**config.mk**
```make
export PLATFORM = sky130hd
export DESIGN_NAME = uart_tx_scheduler_flat
export DESIGN_NICKNAME = d
export VERILOG_FILES = /design/src/rtl/uart_tx_scheduler_if.sv /design/src/rtl/uart_tx_scheduler.sv /design/src/flat_wrapper.sv
export SDC_FILE = /design/constraint.sdc
export NUM_CORES = 1
export LEC_CHECK = 0
export ABC_AREA = 0
export BUFFER_PORTS_ARGS = -buffer_cell sky130_fd_sc_hd__buf_2
export CAP_MARGIN = 25
export CORE_MARGIN = 2
export CORE_UTILIZATION = 51
export CTS_BUF_LIST = sky130_fd_sc_hd__clkbuf_4
export DETAILED_ROUTE_END_ITERATION = 10
export PLACE_DENSITY = 0.88
export SLEW_MARGIN = 20
export SYNTH_ARGS = -nofsm -noshare
export SYNTH_HDL_FRONTEND = slang
export SYNTH_SLANG_ARGS = --single-unit
```
**constraint.sdc**
```tcl
create_clock -name CLOCK_50 -period 1.99 [get_ports CLOCK_50]
set_input_delay 0 -clock CLOCK_50 [delete_from_list [all_inputs] [get_ports CLOCK_50]]
set_output_delay 0 -clock CLOCK_50 [all_outputs]
set_load 0.02 [all_outputs]
```
**src/rtl/uart_tx_scheduler_if.sv**
```systemverilog
// -----------------------------------------------------------------------------
// uart_tx_scheduler_if
//
// Purpose: bundles the requester-side handshake and the serial output of the
//          UART transmit scheduler into one port.
//
// Handshake (valid/ready style, one rule for both requesters):
//   req[i] is a level request held by requester i until it sees gnt[i].
//   gnt[i] is a one-cycle pulse that means data<i> was latched. The requester
//   may drop req[i] or change data<i> from the cycle after the pulse.
//   A req[i] that drops before its gnt[i] is simply never served.
//   done[i] pulses for one cycle when requester i's stop bit has completed.
//
// Signals:
//   req       2       requests, driven by the producers
//   data0/1   DATA_W  bytes for requester 0 / 1
//   gnt       2       one-hot grant pulse
//   done      2       one-hot frame-complete pulse
//   busy      1       scheduler not idle
//   tx        1       serial line, idle high
//   tick16    1       16x oversample clock-enable pulse
//   state_dbg 2       FSM state (0 IDLE, 1 START, 2 DATA, 3 STOP)
//   rr_dbg    1       round-robin pointer (preferred requester)
//
// Modports: master = byte producers, slave = the scheduler.
// -----------------------------------------------------------------------------
interface uart_tx_scheduler_if #(
   parameter int DATA_W = 8
);
   logic [1:0]        req;
   logic [DATA_W-1:0] data0;
   logic [DATA_W-1:0] data1;
   logic [1:0]        gnt;
   logic [1:0]        done;
   logic              busy;
   logic              tx;
   logic              tick16;
   logic [1:0]        state_dbg;
   logic              rr_dbg;

   modport master (
      output req, data0, data1,
      input  gnt, done, busy, tx, tick16, state_dbg, rr_dbg
   );

   modport slave (
      input  req, data0, data1,
      output gnt, done, busy, tx, tick16, state_dbg, rr_dbg
   );
endinterface

```
**src/rtl/uart_tx_scheduler.sv**
```systemverilog
// -----------------------------------------------------------------------------
// uart_tx_scheduler
//
// Purpose: shares one 8N1 serial TX line between two byte requesters using
//          round-robin arbitration. A 16x oversample tick is derived from
//          CLOCK_50 as a clock-enable; start, data (LSB first) and stop bits
//          each last OVERSAMPLE ticks.
//
// Ports:
//   CLOCK_50  in   system clock, all logic on the rising edge
//   reset_n   in   asynchronous, active-low reset
//   bus       slave modport of uart_tx_scheduler_if (req/data in,
//             gnt/done/busy/tx/tick16 and debug state out)
//
// Parameters:
//   TICK_DIV    clock cycles per 16x tick (326 for 9600 bps from 50 MHz)
//   OVERSAMPLE  ticks per bit period
//   DATA_W      data bits per frame
//
// tx, gnt and done are flops; nothing on them depends combinationally on req.
// -----------------------------------------------------------------------------
module uart_tx_scheduler #(
   parameter int TICK_DIV   = 326,
   parameter int OVERSAMPLE = 16,
   parameter int DATA_W     = 8
) (
   input  logic                 CLOCK_50,
   input  logic                 reset_n,
   uart_tx_scheduler_if.slave   bus
);

   // Counter widths, kept at least one bit wide for degenerate parameters.
   localparam int TCNT_W = (TICK_DIV   > 1) ? $clog2(TICK_DIV)   : 1;
   localparam int SCNT_W = (OVERSAMPLE > 1) ? $clog2(OVERSAMPLE) : 1;
   localparam int BCNT_W = (DATA_W     > 1) ? $clog2(DATA_W)     : 1;

   localparam logic [TCNT_W-1:0] TCNT_MAX = TCNT_W'(TICK_DIV - 1);
   localparam logic [SCNT_W-1:0] SCNT_MAX = SCNT_W'(OVERSAMPLE - 1);
   localparam logic [BCNT_W-1:0] BCNT_MAX = BCNT_W'(DATA_W - 1);

   typedef enum logic [1:0] {
      IDLE  = 2'd0,
      START = 2'd1,
      DATA  = 2'd2,
      STOP  = 2'd3
   } state_t;

   // ---------------------------------------------------------------------------
   // State
   // ---------------------------------------------------------------------------
   state_t              state_q, state_d;
   logic [TCNT_W-1:0]   tcnt_q,  tcnt_d;
   logic [SCNT_W-1:0]   scnt_q,  scnt_d;
   logic [BCNT_W-1:0]   bcnt_q,  bcnt_d;
   logic [DATA_W-1:0]   shift_q, shift_d;
   logic                rr_q,    rr_d;     // preferred requester
   logic                id_q,    id_d;     // owner of the frame in flight
   logic [1:0]          gnt_q,   gnt_d;
   logic [1:0]          done_q,  done_d;
   logic                tx_q,    tx_d;

   logic                tick;
   logic                bit_end;
   logic                winner;

   // ---------------------------------------------------------------------------
   // Next-state and output logic
   // ---------------------------------------------------------------------------
   always_comb begin
      state_d = state_q;
      tcnt_d  = tcnt_q;
      scnt_d  = scnt_q;
      bcnt_d  = bcnt_q;
      shift_d = shift_q;
      rr_d    = rr_q;
      id_d    = id_q;
      gnt_d   = 2'b00;
      done_d  = 2'b00;
      tx_d    = 1'b1;
      winner  = 1'b0;

      // Free-running tick divider; keeps running in IDLE so tick16 can be
      // reused by a receiver.
      tick    = (tcnt_q == TCNT_MAX);
      tcnt_d  = tick ? '0 : tcnt_q + TCNT_W'(1);

      // A bit period ends on the tick that completes OVERSAMPLE ticks.
      bit_end = tick && (scnt_q == SCNT_MAX);

      if (state_q != IDLE && tick) begin
         scnt_d = bit_end ? '0 : scnt_q + SCNT_W'(1);
      end

      unique case (state_q)
         IDLE: begin
            if (bus.req != 2'b00) begin
               // Single requester wins outright; on contention rr decides.
               if (bus.req == 2'b01) begin
                  winner = 1'b0;
               end else if (bus.req == 2'b10) begin
                  winner = 1'b1;
               end else begin
                  winner = rr_q;
               end
               state_d = START;
               // Restart the divider so bit boundaries line up with the
               // start of the frame regardless of the tick phase.
               tcnt_d  = '0;
               scnt_d  = '0;
               bcnt_d  = '0;
               shift_d = winner ? bus.data1 : bus.data0;
               rr_d    = ~winner;
               id_d    = winner;
               gnt_d   = winner ? 2'b10 : 2'b01;
            end
         end

         START: begin
            if (bit_end) begin
               state_d = DATA;
            end
         end

         DATA: begin
            if (bit_end) begin
               shift_d = shift_q >> 1;
               if (bcnt_q == BCNT_MAX) begin
                  state_d = STOP;
                  bcnt_d  = '0;
               end else begin
                  bcnt_d  = bcnt_q + BCNT_W'(1);
               end
            end
         end

         STOP: begin
            if (bit_end) begin
               state_d = IDLE;
               done_d  = id_q ? 2'b10 : 2'b01;
            end
         end

         default: begin
            state_d = IDLE;
         end
      endcase

      // tx is registered: it is decoded from the state being entered so the
      // line changes on the same edge as the state.
      unique case (state_d)
         START:   tx_d = 1'b0;
         DATA:    tx_d = shift_d[0];
         default: tx_d = 1'b1;
      endcase
   end

   // ---------------------------------------------------------------------------
   // Registers
   // ---------------------------------------------------------------------------
   always_ff @(posedge CLOCK_50 or negedge reset_n) begin
      if (!reset_n) begin
         state_q <= IDLE;
         tcnt_q  <= '0;
         scnt_q  <= '0;
         bcnt_q  <= '0;
         shift_q <= '0;
         rr_q    <= 1'b0;
         id_q    <= 1'b0;
         gnt_q   <= 2'b00;
         done_q  <= 2'b00;
         tx_q    <= 1'b1;
      end else begin
         state_q <= state_d;
         tcnt_q  <= tcnt_d;
         scnt_q  <= scnt_d;
         bcnt_q  <= bcnt_d;
         shift_q <= shift_d;
         rr_q    <= rr_d;
         id_q    <= id_d;
         gnt_q   <= gnt_d;
         done_q  <= done_d;
         tx_q    <= tx_d;
      end
   end

   // ---------------------------------------------------------------------------
   // Outputs
   // ---------------------------------------------------------------------------
   assign bus.gnt       = gnt_q;
   assign bus.done      = done_q;
   assign bus.tx        = tx_q;
   assign bus.busy      = (state_q != IDLE);
   assign bus.tick16    = tick;
   assign bus.state_dbg = state_q;
   assign bus.rr_dbg    = rr_q;

endmodule

```
**src/flat_wrapper.sv**
```systemverilog
// flat-port wrapper written by rule: the top's interface ports become plain ports
module uart_tx_scheduler_flat 
#(
   parameter int TICK_DIV   = 326,
   parameter int OVERSAMPLE = 16,
   parameter int DATA_W     = 8
)
  (CLOCK_50, reset_n, bus_req, bus_data0, bus_data1, bus_gnt, bus_done, bus_busy, bus_tx, bus_tick16, bus_state_dbg, bus_rr_dbg);
  uart_tx_scheduler_if #(.DATA_W(DATA_W)) bus_i ();
  input  logic CLOCK_50;
  input  logic reset_n;
  input wire logic [$bits(bus_i.req)-1:0] bus_req;
  input wire logic [$bits(bus_i.data0)-1:0] bus_data0;
  input wire logic [$bits(bus_i.data1)-1:0] bus_data1;
  output wire logic [$bits(bus_i.gnt)-1:0] bus_gnt;
  output wire logic [$bits(bus_i.done)-1:0] bus_done;
  output wire logic [$bits(bus_i.busy)-1:0] bus_busy;
  output wire logic [$bits(bus_i.tx)-1:0] bus_tx;
  output wire logic [$bits(bus_i.tick16)-1:0] bus_tick16;
  output wire logic [$bits(bus_i.state_dbg)-1:0] bus_state_dbg;
  output wire logic [$bits(bus_i.rr_dbg)-1:0] bus_rr_dbg;
  assign bus_i.req = bus_req;
  assign bus_i.data0 = bus_data0;
  assign bus_i.data1 = bus_data1;
  assign bus_gnt = bus_i.gnt;
  assign bus_done = bus_i.done;
  assign bus_busy = bus_i.busy;
  assign bus_tx = bus_i.tx;
  assign bus_tick16 = bus_i.tick16;
  assign bus_state_dbg = bus_i.state_dbg;
  assign bus_rr_dbg = bus_i.rr_dbg;
  uart_tx_scheduler #(.TICK_DIV(TICK_DIV), .OVERSAMPLE(OVERSAMPLE), .DATA_W(DATA_W)) u_core (.CLOCK_50(CLOCK_50), .reset_n(reset_n), .bus(bus_i));
endmodule
```
## After elaboration in Yosys (flattened, before gate mapping)

Cells that the tools add are included.

- Output and inout bits: 10
- Input port bits: 20
- Register bits: 33
- Word-level logic and storage cells: 67

- Reduce and logical (&&, ||, !) cells: 8
- Bitwise gates (word level): 1
- Add/subtract/negate cells: 3
- Equal/unequal tests: 12
- Mux-type cells: 32

Operators by type and width:

| kind | count |
|---|---|
| two-way mux 9 bit | 3 |
| two-way mux 8 bit | 3 |
| two-way mux 2 bit | 11 |
| two-way mux 4 bit | 4 |
| case mux 8 bit (2 select lines) | 1 |
| adder 9 x 1 -> 9 bit (second input constant) | 1 |
| == test 9 bit (second input constant) | 1 |
| two-way mux 3 bit | 3 |
| == test 2 bit (second input constant) | 4 |
| case mux 2 bit (4 select lines) | 1 |
| == test 2 x 1 -> 1 bit (second input constant) | 3 |
| case mux 3 bit (2 select lines) | 1 |
| nonzero test 2 bit | 3 |
| adder 4 x 1 -> 4 bit (second input constant) | 1 |
| == test 4 bit (second input constant) | 1 |
| two-way mux 1 bit | 4 |
| inequality test 2 x 1 -> 1 bit (second input constant) | 2 |
| adder 3 x 1 -> 3 bit (second input constant) | 1 |
| == test 3 bit (second input constant) | 1 |
| AND reduction 3 bit | 1 |
| logical AND 1 bit | 2 |
| logical NOT 2 bit | 1 |
| case mux 1 bit (2 select lines) | 1 |
| AND reduction 2 bit | 1 |
| inverter 1 bit | 1 |

## Depth between registers and ports, before layout

- Depth in word-level cells: 9
- Depth in mapped cells: 9
- Gate-level depth less buffers: 8

## Worst setup path before layout

No wires, ideal clock.

- Path kind: register to register
- Start point: reg u_core.tcnt_q[3]
- End point: reg u_core.scnt_q[3]
- Setup slack: -40 ps
- Data arrival time: 1,953 ps
- Required time: 1,913 ps
- Buffers on the path: 1
- Cell stages (with the launch flop): 8
- Path through: dfrtp_1 or4b_4 or2_1 buf_6 clkinv_2 nand3_2 or3_1 a21oi_1

- Cells in the longest elaborated chain, start to end: 6
- Elaborated cells on any way between the ends: 7
- Classes of those cells: 1 x eq/ne; 4 x mux; 2 x reduce/logical

Ends and longest elaborated chain:

| item | line | RTL |
|---|---|---|
| start, declared | uart_tx_scheduler.sv:52 | `logic [TCNT_W-1:0] tcnt_q, tcnt_d;` |
| start signal, assigned | uart_tx_scheduler.sv:174 | `tcnt_q <= tcnt_d;` |
| == test 9 bit * | uart_tx_scheduler.sv:84 | `tick = (tcnt_q == TCNT_MAX);` |
| named net bus_tick16 | flat_wrapper.sv:19 | `output wire logic [$bits(bus_i.tick16)-1:0] bus_tick16;` |
| logical AND 1 bit | uart_tx_scheduler.sv:88 | `bit_end = tick && (scnt_q == SCNT_MAX);` |
| two-way mux 4 bit | uart_tx_scheduler.sv:91 | `scnt_d = bit_end ? '0 : scnt_q + SCNT_W'(1);` |
| two-way mux 4 bit * | uart_tx_scheduler.sv:90 | `if (state_q != IDLE && tick) begin` |
| two-way mux 4 bit | uart_tx_scheduler.sv:96 | `if (bus.req != 2'b00) begin` |
| two-way mux 4 bit * | uart_tx_scheduler.sv:94 | `unique case (state_q)` |
| named net u_core.scnt_d[3] | uart_tx_scheduler.sv:53 | `logic [SCNT_W-1:0] scnt_q, scnt_d;` |
| end signal, assigned | uart_tx_scheduler.sv:175 | `scnt_q <= scnt_d;` |
| end, declared | uart_tx_scheduler.sv:53 |  |

Mark *: on every way through the listed nets, which the timed path passes. The rest lies on a longest branch.
A chain may end at the register's enable or synchronous reset.

## Worst setup path after layout

- Start point: reg u_core.tcnt_q[3]
- End point: reg u_core.tx_q (netlist: u_core.bus.tx)

- Cells in the longest elaborated chain, start to end: 6
- Elaborated cells on any way between the ends: 11
- Classes of those cells: 3 x eq/ne; 7 x mux; 1 x reduce/logical

Ends and longest elaborated chain:

| item | line | RTL |
|---|---|---|
| == test 9 bit * | uart_tx_scheduler.sv:84 |  |
| logical AND 1 bit * | uart_tx_scheduler.sv:88 |  |
| two-way mux 2 bit (on tied branches) | uart_tx_scheduler.sv:137, uart_tx_scheduler.sv:119, uart_tx_scheduler.sv:125 |  |
| case mux 2 bit (4 select lines) | uart_tx_scheduler.sv:94 |  |
| == test 2 bit / == test 2 x 1 -> 1 bit (equally long branches) | uart_tx_scheduler.sv:150 | `unique case (state_d)` |
| case mux 1 bit (2 select lines) * | uart_tx_scheduler.sv:150 |  |
| named net u_core.tx_d | uart_tx_scheduler.sv:60 | `logic tx_q, tx_d;` |
| end signal, assigned | uart_tx_scheduler.sv:182 | `tx_q <= tx_d;` |
| end, declared | uart_tx_scheduler.sv:60 |  |

Mark *: on every way through the listed nets, which the timed path passes. The rest lies on a longest branch. The select of a mux whose other input is x is not followed.

==> impl_summary.log <==
[metrics] relative slew slack: 0.528
[metrics] internal power: 864 uW
[metrics] total number of yosys warnings: 0
[metrics] Ports: 30
[metrics] Clock Skew: between 0.02 and 0.025 ns
[metrics] clk root buf: sky130_fd_sc_hd__clkbuf_4
[metrics] Max Transition Viols Final: 0
[metrics] proportion of layout cells with a drive suffix above 1: 0.322
[metrics] crit path cell chain: or4b_4 > nor4_4 > buf_6 > and2_4 > a2111oi_4 > mux2i_1
[metrics] Layout Area Growth over Synthesis: 29.8%
[metrics] required time of the critical path: about 2.3 ns
[metrics] routed wire length: 3.97 mm
[metrics] final-layout fill cell count: 200
[metrics] worst vdd rail ir drop: between 400 and 500 uV
[metrics] final clock period utilization by the worst path: 1.00
[metrics] Die ar.: 3640 um^2
[metrics] instance area after placement: roughly 1900 um^2
[metrics] Critical Path Start: u_core.tcnt_q[3]
[metrics] Max Clock Freq: 0.501 GHz
[metrics] worst setup slack after placement: 0.00872 ns
[metrics] DRC Markers: 0
[metrics] sequential element share of the synthesized area: 0.510
[metrics] Worst R2R Start: u_core.tcnt_q[3]
[metrics] final standard cell area without fillers: 2100 um^2
[metrics] Worst setup SP type: register
[metrics] combined global-route utilization of all metal layers: 0.209
[metrics] total standard cell area after synthesis: ~1600 um^2
[metrics] violations in the final reports: setup timing
[metrics] global-route wire length before repair: between 5 and 6 mm
[metrics] Worst Hold Class: input port to register
[metrics] post-synth net total: between 150 and 200
[metrics] via count of the first global-routing pass: 1289
[metrics] number of CTS-inserted buffers: 5
[metrics] Inserted Diodes: 0
[metrics] signal arrival time at the worst endpoint: between 2 and 2.5 ns
[metrics] WHS Path Cells: 3
[metrics] final critical path time including I/O delays and setup: about 2 ns
[metrics] critical path depth: 6
[metrics] sinks on the clock net: 33
[metrics] kind of cell adding the most delay to the critical path: simple AND/OR/NAND/NOR gates
[metrics] average via count per standard cell: about 5.5
[metrics] EDFF count, synth: 0
[metrics] Post-Synthesis Mean Instance Area: 10.5 um^2
[metrics] asr flop ratio synth: 1.00
[metrics] sum of buffers and inverters on the critical path: 1
[metrics] Final Hold Fails: 0
[metrics] residual antenna-violating net count after detailed routing: 0
[metrics] number of violations of the max-capacitance limit: 0
[metrics] depth of the most critical reg-to-reg path: 6
[metrics] power dissipated by switching net loads: just under 300 uW
[metrics] total power density per cell area: about 550 nW/um^2
[metrics] final HPWL from detailed placement: roughly 2.4 mm
[metrics] number of antenna violations at the first check in global routing: 0
[metrics] Worst path slowest cell: sky130_fd_sc_hd__or4b_4
[metrics] sequential group share of total power: 0.607
[metrics] TritonCTS clock tree: built
[metrics] final worst slack: -0.00793 ns
[metrics] Crit path largest cell delay: just under 0.6 ns
[metrics] final weighted congestion in routability-driven placement: 0.773
[metrics] Synth Flop Type: sky130_fd_sc_hd__dfrtp_1
[metrics] number of vias after detailed routing: ~1400
[metrics] Clock Pin Slew Worst Setup and Hold Paths: about 0.10 ns
[metrics] startpoint-to-endpoint class of the critical path: register to register
[metrics] switching share of power: 0.256
[metrics] routed wirelength normalized by instance count: ~16 um
[metrics] number of synthesized register bits: 33
[metrics] unrepaired setup endpoints after global routing: true
[metrics] library cells used by synthesis: 39
[metrics] number of detailed-route iterations in the first pass: 4
[metrics] status: finished with violations
[metrics] clock share of power: 0.309
[metrics] area of the core region: ~3000 um^2
[metrics] height of the die: between 60 and 70 um
[metrics] initial core utilization: 0.535
[metrics] maximum net fanout on the critical path: 5
[metrics] count of input and output buffers: 29
[metrics] 1st-iter DRT viols: 94
[metrics] # H-tree levels: 2
[metrics] LEAKAGE: 1.07 nW
[metrics] Final Net Count: between 200 and 250
[metrics] gr ovfl total: 0
[metrics] Worst Max-Slew Pin Slew: between 0.7 and 0.8 ns
[metrics] Cell Rows: 20
[metrics] later-pin clock latency in the skew report: between 0.3 and 0.4 ns
[metrics] Setup Viol. Count Final: 1
[metrics] kind of capture point of the worst setup path: register
[metrics] origin of the worst min-delay path: bus_req[0]
[metrics] Synth Instances: between 150 and 200
[metrics] overall power consumption: about 1.2 mW
[metrics] largest net degree at the start of global routing: 34
[metrics] maximum clock path buffer count: 2
[metrics] x dimension of the die: between 60 and 70 um
[metrics] power share of the combinational group: 0.085
-- cells by family (layout without fill, tap and decap cells) --
family                   Yosys count  count (layout)  synth area share
buffers and inverters              9              65            0.0270
flip-flops                        33              33             0.510
XOR/XNOR                           9               9            0.0487
AND/OR/NAND/NOR                   61              61             0.202
adder cells (fa/ha/maj)            5               5            0.0386
multiplexers                       2               2            0.0124
AO/OA/AOI/OAI                     36              36             0.161
-- per-stage QoR --
stage                     std cells   util  setup TNS (ns)  hold WS, ns
after CTS                       249  0.657               0       0.0585
final                           255  0.695        -0.00793       0.0457
after floorplan                 155      -               0       -0.296
after global placement          237  0.627               0       0.0863
after detailed placement        237  0.627               0       0.0889
after global routing            255  0.695          -0.429       0.0650
-- per-layer routing --
| metal | global-route usage | share of wire |
|---|---|---|
| met5 | 0 | 0 |
| met4 | 0.0952 | 0.020 |
| met3 | 0.0597 | 0.036 |
| met2 | 0.352 | 0.53 |
| met1 | 0.248 | 0.41 |
-- synth_stat cells (3+ instances only) --
cell	number	area [um^2]
sky130_fd_sc_hd__nand2_1	16	60.1
sky130_fd_sc_hd__a21o_1	9	67.6
sky130_fd_sc_hd__a22oi_1	7	52.6
sky130_fd_sc_hd__dfrtp_1	32	801
sky130_fd_sc_hd__o21ai_0	6	30.0
sky130_fd_sc_hd__inv_1	4	15.0
sky130_fd_sc_hd__o22ai_1	6	37.5
sky130_fd_sc_hd__a21oi_1	3	15.0
sky130_fd_sc_hd__and2_1	4	25.0
sky130_fd_sc_hd__xor2_1	7	61.3
sky130_fd_sc_hd__nor2_1	17	63.8
sky130_fd_sc_hd__nand3_1	6	30.0
sky130_fd_sc_hd__and3_1	3	18.8
sky130_fd_sc_hd__ha_1	5	62.6
-- what timing repair did --
action,in CTS,in global routing
hold endpoints to repair,34,0
setup buffers,0,5
gates cloned,0,1
pin swaps,0,6
setup endpoints to repair,1,2
resized for setup,1,8
hold buffers,4,0
-- power by group through the flow --
stage          registers, mW  logic, mW  clock network (mW)
6_report               0.704     0.0983               0.358
5_1_grt                0.706      0.111               0.398
4_1_cts                0.703     0.0920               0.351
3_5_place_dp           0.716     0.0850                   0
3_3_place_gp           0.715     0.0816                   0
2_1_floorplan          0.713     0.0429                   0
-- worst reg2reg max path, delay by kind of cell (launching register included) --
kind	cells	cell delay, ns
AOI/OAI and AO/OA	1	0.04
buffers and inverters	1	0.18
DFF	1	0.39
muxes	1	0.19
and+or+nand+nor	3	1.12
-- layout by cell type (no fill, tap or decap), types with 2 or more instances in the layout --
cell,Yosys,routed
sky130_fd_sc_hd__a22oi_1,7,7
sky130_fd_sc_hd__buf_4,0,16
sky130_fd_sc_hd__nand3_2,1,2
sky130_fd_sc_hd__a21oi_1,3,2
sky130_fd_sc_hd__clkbuf_4,0,5
sky130_fd_sc_hd__dfrtp_1,32,32
sky130_fd_sc_hd__o21ai_0,6,6
sky130_fd_sc_hd__and2_1,4,3
sky130_fd_sc_hd__mux2i_1,2,2
sky130_fd_sc_hd__inv_1,4,4
sky130_fd_sc_hd__nand3_1,6,5
sky130_fd_sc_hd__xor2_1,7,7
sky130_fd_sc_hd__nand4_1,2,2
sky130_fd_sc_hd__and3_1,3,3
sky130_fd_sc_hd__buf_2,1,29
sky130_fd_sc_hd__nor2_1,17,17
sky130_fd_sc_hd__nor4_4,1,2
sky130_fd_sc_hd__ha_1,5,5
sky130_fd_sc_hd__nand2b_1,2,2
sky130_fd_sc_hd__a21o_1,9,9
sky130_fd_sc_hd__xnor2_1,2,2
sky130_fd_sc_hd__clkinv_1,0,2
sky130_fd_sc_hd__nand2_1,16,15
sky130_fd_sc_hd__dlygate4sd3_1,0,4
sky130_fd_sc_hd__o22ai_1,6,5
-- sequential cells by signal (all words and copies together) (netlist names) --
signal,count
u_core.tcnt_q,9
u_core.shift_q,8
u_core.scnt_q,4
u_core.bcnt_q,3
u_core.bus.done,2
u_core.bus.gnt,2
u_core.bus.state_dbg,2
u_core.bus.rr_dbg,1
u_core.bus.tx,1
u_core.id_q,1
-- worst paths after layout --
kind	endpoint	slack [ns]
max	u_core.bus.tx	-0.008
min	u_core.bus.state_dbg[0]	0.05
max reg2reg	u_core.bus.tx	-0.008
min reg2reg	u_core.shift_q[4]	0.50
max in group asynchronous	u_core.bcnt_q[2]	1.30
min in group asynchronous	u_core.bus.state_dbg[1]	0.22
-- area by class of cell --
| type | instances | area [um^2] | area share |
|---|---|---|---|
| Sequential cell | 33 | 827 | 0.393 |
| Multi-Input combinational cell | 113 | 786 | 0.374 |
| Timing Repair Buffer | 52 | 362 | 0.172 |
| Tap cell | 44 | 55.1 | 0.0262 |
| Clock buffer | 5 | 37.5 | 0.0178 |
| Inverter | 5 | 23.8 | 0.0113 |
| Clock inverter | 3 | 12.5 | 0.00595 |
(Power assumes the default switching activity.)
